===== src/rtl/gf128_reduce.sv =====
// Multi-cycle reduction of a 256-bit carry-less product modulo x^128 + x^7 + x^2 + x + 1.
// Folds FOLD high-order bits per clock, so a result is ready 128/FOLD cycles after it is accepted.
module gf128_reduce #(
    parameter int unsigned FOLD = 16
) (
    input  logic         clk,
    input  logic         rst_n,
    input  logic         in_valid,
    output logic         in_ready,
    input  logic [255:0] in_prod,
    output logic         out_valid,
    input  logic         out_ready,
    output logic [127:0] out_res,
    output logic         busy
);

    localparam int unsigned STEPS    = 128 / FOLD;
    localparam int unsigned CntWidth = (STEPS > 1) ? $clog2(STEPS) : 1;

    typedef enum logic [1:0] {
        StIdle,
        StRun,
        StDone
    } state_e;

    state_e                state_q, state_d;
    logic [255:0]          r_q, r_d;
    logic [CntWidth-1:0]   cnt_q, cnt_d;

    logic [8:0]            lo;
    logic [FOLD-1:0]       win;
    logic [255:0]          win_ext;
    logic [255:0]          r_fold;

    // Window r[lo+FOLD-1:lo] is cleared and reflected into x^0, x^1, x^2, x^7
    // relative to bit (i-128); every target sits below the window.
    always_comb begin
        lo      = 9'(256 - (int'(cnt_q) + 1) * int'(FOLD));
        win     = FOLD'(r_q >> lo);
        win_ext = 256'(win);
        r_fold  = r_q
                ^ (win_ext << lo)
                ^ (win_ext << (lo - 9'd128))
                ^ (win_ext << (lo - 9'd127))
                ^ (win_ext << (lo - 9'd126))
                ^ (win_ext << (lo - 9'd121));
    end

    always_comb begin
        state_d = state_q;
        r_d     = r_q;
        cnt_d   = cnt_q;
        unique case (state_q)
            StIdle: begin
                if (in_valid) begin
                    r_d     = in_prod;
                    cnt_d   = '0;
                    state_d = StRun;
                end
            end
            StRun: begin
                r_d   = r_fold;
                cnt_d = cnt_q + 1'b1;
                if (cnt_q == CntWidth'(STEPS - 1)) begin
                    state_d = StDone;
                end
            end
            StDone: begin
                if (out_ready) begin
                    state_d = StIdle;
                end
            end
            default: state_d = StIdle;
        endcase
    end

    always_ff @(posedge clk or negedge rst_n) begin
        if (!rst_n) begin
            state_q <= StIdle;
            r_q     <= '0;
            cnt_q   <= '0;
        end else begin
            state_q <= state_d;
            r_q     <= r_d;
            cnt_q   <= cnt_d;
        end
    end

    assign in_ready  = (state_q == StIdle);
    assign out_valid = (state_q == StDone);
    assign busy      = (state_q == StRun) || (state_q == StDone);
    assign out_res   = r_q[127:0];

endmodule


===== config.mk =====
export PLATFORM = sky130hd
export DESIGN_NAME = gf128_reduce
export DESIGN_NICKNAME = d
export VERILOG_FILES = /design/src/rtl/gf128_reduce.sv
export SDC_FILE = /design/constraint.sdc
export NUM_CORES = 1
export LEC_CHECK = 0
export ABC_AREA = 1
export CAP_MARGIN = 25
export CORE_UTILIZATION = 60
export DETAILED_ROUTE_END_ITERATION = 16
export DONT_BUFFER_PORTS = 1
export PLACE_DENSITY_LB_ADDON = 0.3
export SYNTH_ARGS = -nofsm -noshare
export SYNTH_HDL_FRONTEND = slang
export SYNTH_SLANG_ARGS = --single-unit

===== constraint.sdc =====
create_clock -name clk -period 2.9 [get_ports clk]
set_clock_uncertainty 0.15 [all_clocks]
set_input_delay 0.29 -clock clk [delete_from_list [all_inputs] [get_ports clk]]
set_output_delay 0.29 -clock clk [all_outputs]
set_load 0.1 [all_outputs]

==> results of run 1 <==
## cells in the mapped netlist, drive strengths merged, types with 2 or more instances
cell type / n / share of area (%)
nand3b: 22 / 0.66
a21o: 6 / 0.18
clkinv: 7 / 0.11
ha: 6 / 0.30
o22ai: 83 / 2.1
o21bai: 2 / 0.060
xor2: 32 / 1.1
xnor2: 9 / 0.32
nor3: 11 / 0.26
nand4: 61 / 1.5
nor2: 563 / 9.1
or2: 2 / 0.050
dfrtp: 261 / 26
a21oi: 160 / 3.2
nand2: 1646 / 25
o21ai: 322 / 6.5
buf: 222 / 5.7
o211ai: 6 / 0.18
inv: 412 / 6.2
clkbuf: 116 / 1.7
nand3: 470 / 9.7
## metrics by stage
stage	hold WS [ns]	cell area [um2]	worst slack [ns]
4_1_cts	-0.732	38000	-0.379
3_5_place_dp	-0.149	29700	-0.811
3_3_place_gp	-0.149	29700	-0.792
2_1_floorplan	-0.156	25000	-0.000464
## per-layer routing
layer / GRT usage [%] / overflow
met5: 57.6 / 2
met4: 90.4 / 136
met3: 81.7 / 6
met2: 98.2 / 117
met1: 89.0 / 13
## kinds of logic after synthesis
kind of cell               after synthesis  synth area share, %
AOI/OAI and AO/OA                      579                 12.2
and+or+nand+nor                       2776                 46.1
DFF                                    261                 26.2
buffers and inverters                  757                 13.8
adders and majority gates                6                0.301
xor gates and xnor gates                41                 1.44
## repair_timing
| item | in CTS |
|---|---|
| hold buffers | 259 |
| resized for setup | 938 |
| setup endpoints to repair | 256 |
| setup buffers | 126 |
| pin swaps | 291 |
| hold endpoints to repair | 519 |
| cloned | 10 |
==> reports/metrics.csv, run 1 <==
metric,value,unit
status,aborted with a tool error,
Stop stage,global routing,
stop err,[ERROR GRT-0116] Global routing finished with congestion. Check the congestion regions in the DRC Viewer.,
H-tree levels,2,
Syn Inst Count,4420,
global-route wire length before repair,289000,um
"EDFF count, synth",0,
Placed Cells incl. Taps,5321,
total global routing overflow,274,
Starting Density,61.0,%
routability cong.,1.14,
post-synthesis cell type count,34,
Synth Net Count,4686,
cts bufs inserted,34,
Chip Height,206,um
vias in the first global route,45143,
Synth Register Bits,261,
Post-Synthesis Cell Area,0.0250,mm2
Mean Syn Cell Area,5.65,um2
YS warnings,0,
IO Count,391,
clk buf depth,3,
Clock Sinks,261,
pin count of the biggest net entering global routing,262,
Die X-Extent,206,um
# rows,74,
port bufs,0,
Global Route Usage Sum,89.3,%
HPWL after DPL,94100,um
CTS Root Buffer Type,clkbuf_16,
post-synthesis sequential area ratio,26.2,%
ys async rst share,100,%
prevailing post-synth register cell,dfrtp_1,
==> run 2, diff against run 1 <==
Settings changed: CORE_UTILIZATION 60 to 40, PLACE_DENSITY_LB_ADDON 0.3 to 0.15.
Clock period 2.9 ns to 3.8 ns, I/O delays scaled along.
==> reports/metrics.csv, run 2 <==
metric,value,unit
status,finished with violations,
violated checks,hold timing,
"leading cell type in the layout, fill and taps excluded",nand2_1,
post-synthesis cell type count,34,
Clock Sinks,261,
cts bufs inserted,37,
routed vias/inst,5.49,
layout cell share with drive strength beyond 1,17.3,%
Core Region,0.0617,mm2
hold crit path type,primary input to asynchronous set/reset pin,
Chip Height,252,um
drt wl/cell,22.7,um
placed cell area,0.0295,mm2
crit path buf inv count,7,
Crit-path slowest cell,dfrtp_1,
CTS Root Buffer Type,clkbuf_16,
Top reg by flops,r_q,
Max Slew Vio Count,0,
drt first pass iters,6,
ys async rst share,100,%
max_slew headroom,38.3,%
Via Count,32258,
# rows,91,
post-synthesis mux area share,0,%
CTS tree,yes,
IO Count,391,
Area growth syn-to-layout,33.9,%
RSZ-0062 raised after global routing,true,
f_max,0.271,GHz
clk buf depth,3,
"slowest stage delay, CP",0.44,ns
commonest cells in the netlist,"1642 x nand2_1, 519 x nor2_1, 456 x nand3_1, 386 x inv_1, 261 x dfrtp_1",
Critical Path RT,4.09,ns
Worst Path Arrival,3.98,ns
Worst Setup End Kind,flop,
"EDFF count, synth",0,
Max-Cap Viols,0,
CP Cell Sequence,ha_2 > ha_4 > inv_1 > nand2_1 > nand2_4 > buf_12 > buf_4 > a21oi_2 > nand2_1 > nand3_1 > inv_1 > nor2_4 > buf_4 > nand3_1 > buf_4 > buf_4 > nand2_1 > nand3b_1 > nand3_1 > nand2_1 > o21ai_1,
HPWL after DPL,103000,um
Final Hold Viols,262,
initial antenna violation count,2,
global-route wire length before repair,191000,um
pin count of the biggest net entering global routing,262,
Syn Inst Count,4420,
final wirelength,134000,um
clk_lat worst skew,0.58,ns
simple logic cell fraction of the synthesized area,46.1,%
Post-Synthesis Cell Area,0.0250,mm2
fin nets,5275,
crit start category,flop,
YS warnings,0,
Synth Register Bits,261,
die area,0.0634,mm2
"commonest cells after routing, fill and taps aside","1627 x nand2_1, 618 x buf_4, 494 x nor2_1, 447 x nand3_1, 386 x inv_1",
post-synthesis compound-gate area fraction,12.2,%
prevailing post-synth register cell,dfrtp_1,
post-route ant nets,0,
Max Fanout on Critical Path,10,
min Tclk post-route,3.69,ns
max reg flops,256,
worst hold margin,-0.645,ns
Crit Path Category,flop to flop,
hold_buf cts,230,
total global routing overflow,0,
final instance area,0.0334,mm2
main combinational cell family by area after synthesis,simple AND/OR/NAND/NOR gates,
share of the synthesized area in the top cell type,26.2,%
Global Route Usage Sum,40.9,%
post-synthesis xor/xnor area fraction,1.44,%
H-tree levels,2,
"top cells by area, synth","dfrtp_1 26%, nand2_1 25%, nand3_1 9.1%, nor2_1 7.8%, inv_1 5.8%",
Die X-Extent,252,um
flop-to-flop setup slack,0.11,ns
Setup TNS,0,ns
# fillers,6365,
Setup-failing EPs final,0,
Synth Net Count,4686,
Starting Density,40.5,%
"count leader, synth",nand2_1,
Post-Synth Adder-Cell Area,0.301,%
largest area contributor in the netlist,dfrtp_1,
vias in the first global route,29289,
register clock-pin slew on the reported worst setup and hold paths,0.07,ns
cell family with most CP delay,simple AND/OR/NAND/NOR gates,
Least-Margin Pin Slew,0.926,ns
port bufs,0,
biggest regs,"r_q x256, cnt_q x3, state_q x2",
routability cong.,1.03,
Mean Syn Cell Area,5.65,um2
post-synthesis sequential area ratio,26.2,%
starting DRC count in detailed routing,3775,
Final Cycle Share,97.1,%
DRC viols,0,
## run 2: cell counts after synthesis
Identical to the previous run, type by type.
## run 2: kinds of logic (layout without fill, tap and decap cells)
kind of cell | after synthesis | count (layout)
AND/OR/NAND/NOR | 2776 | 2776
buffers and inverters | 757 | 1371
adder cells (fa/ha/maj) | 6 | 6
AO/OA/AOI/OAI | 579 | 579
XOR/XNOR | 41 | 41
other | 0 | 2
flip-flops | 261 | 261
## run 2: what timing repair did
item | in CTS | in global routing
buffers inserted | 0 | 10
endpoints found under the hold margin | 490 | 261
endpoints found under the setup margin | 2 | 136
pin swaps | 0 | 8
cloned | 0 | 2
resized for setup | 2 | 73
## run 2: through the flow
step	setup WS, ns	utilization, %	std cells
floorplan	0.793	-	4420
CTS	-0.0174	53.5	5859
global placement	0.0160	47.7	5565
finish	0.110	54.2	5873
detailed placement	-0.0287	47.7	5565
global route	-0.0173	54.2	5871
## run 2: worst paths after layout
kind                             start       end  depth (start not counted)
setup / recovery              cnt_q[1]  r_q[114]                         21
hold / removal                   rst_n  r_q[195]                          0
setup reg to reg              cnt_q[1]  r_q[114]                         21
hold reg to reg               r_q[157]  r_q[157]                          2
max in group asynchronous        rst_n   r_q[51]                          0
min in group clk           in_prod[64]   r_q[64]                          4
## run 2: layout make-up
cell class              instances  area [um2]  area share, %
diodes                          2        5.00         0.0150
clock buffers                  47        1010           3.03
clock inverters                17         225          0.674
inverters                     419        1590           4.75
multi-input cells            3402       15300           45.7
flip-flops and latches        261        6530           19.5
well taps                     837        1050           3.13
repair buffers                888        7730           23.1
## run 2: per-layer routing
layer  GRT usage (%)  up-vias  part of all wire, %  routed length, um
met1            53.8    15028                   40              54000
met3            6.97      344                  9.4              12500
met2            63.2     1758                   44              58500
met5               0        -               0.0097                 13
li1                -    15126                    -                  -
met4            23.0        2                  6.4               8550
Power of run 2 is left out: the tool's default activity adds up to more than one toggle a clock period on the data nets, which glitch-free logic cannot reach.
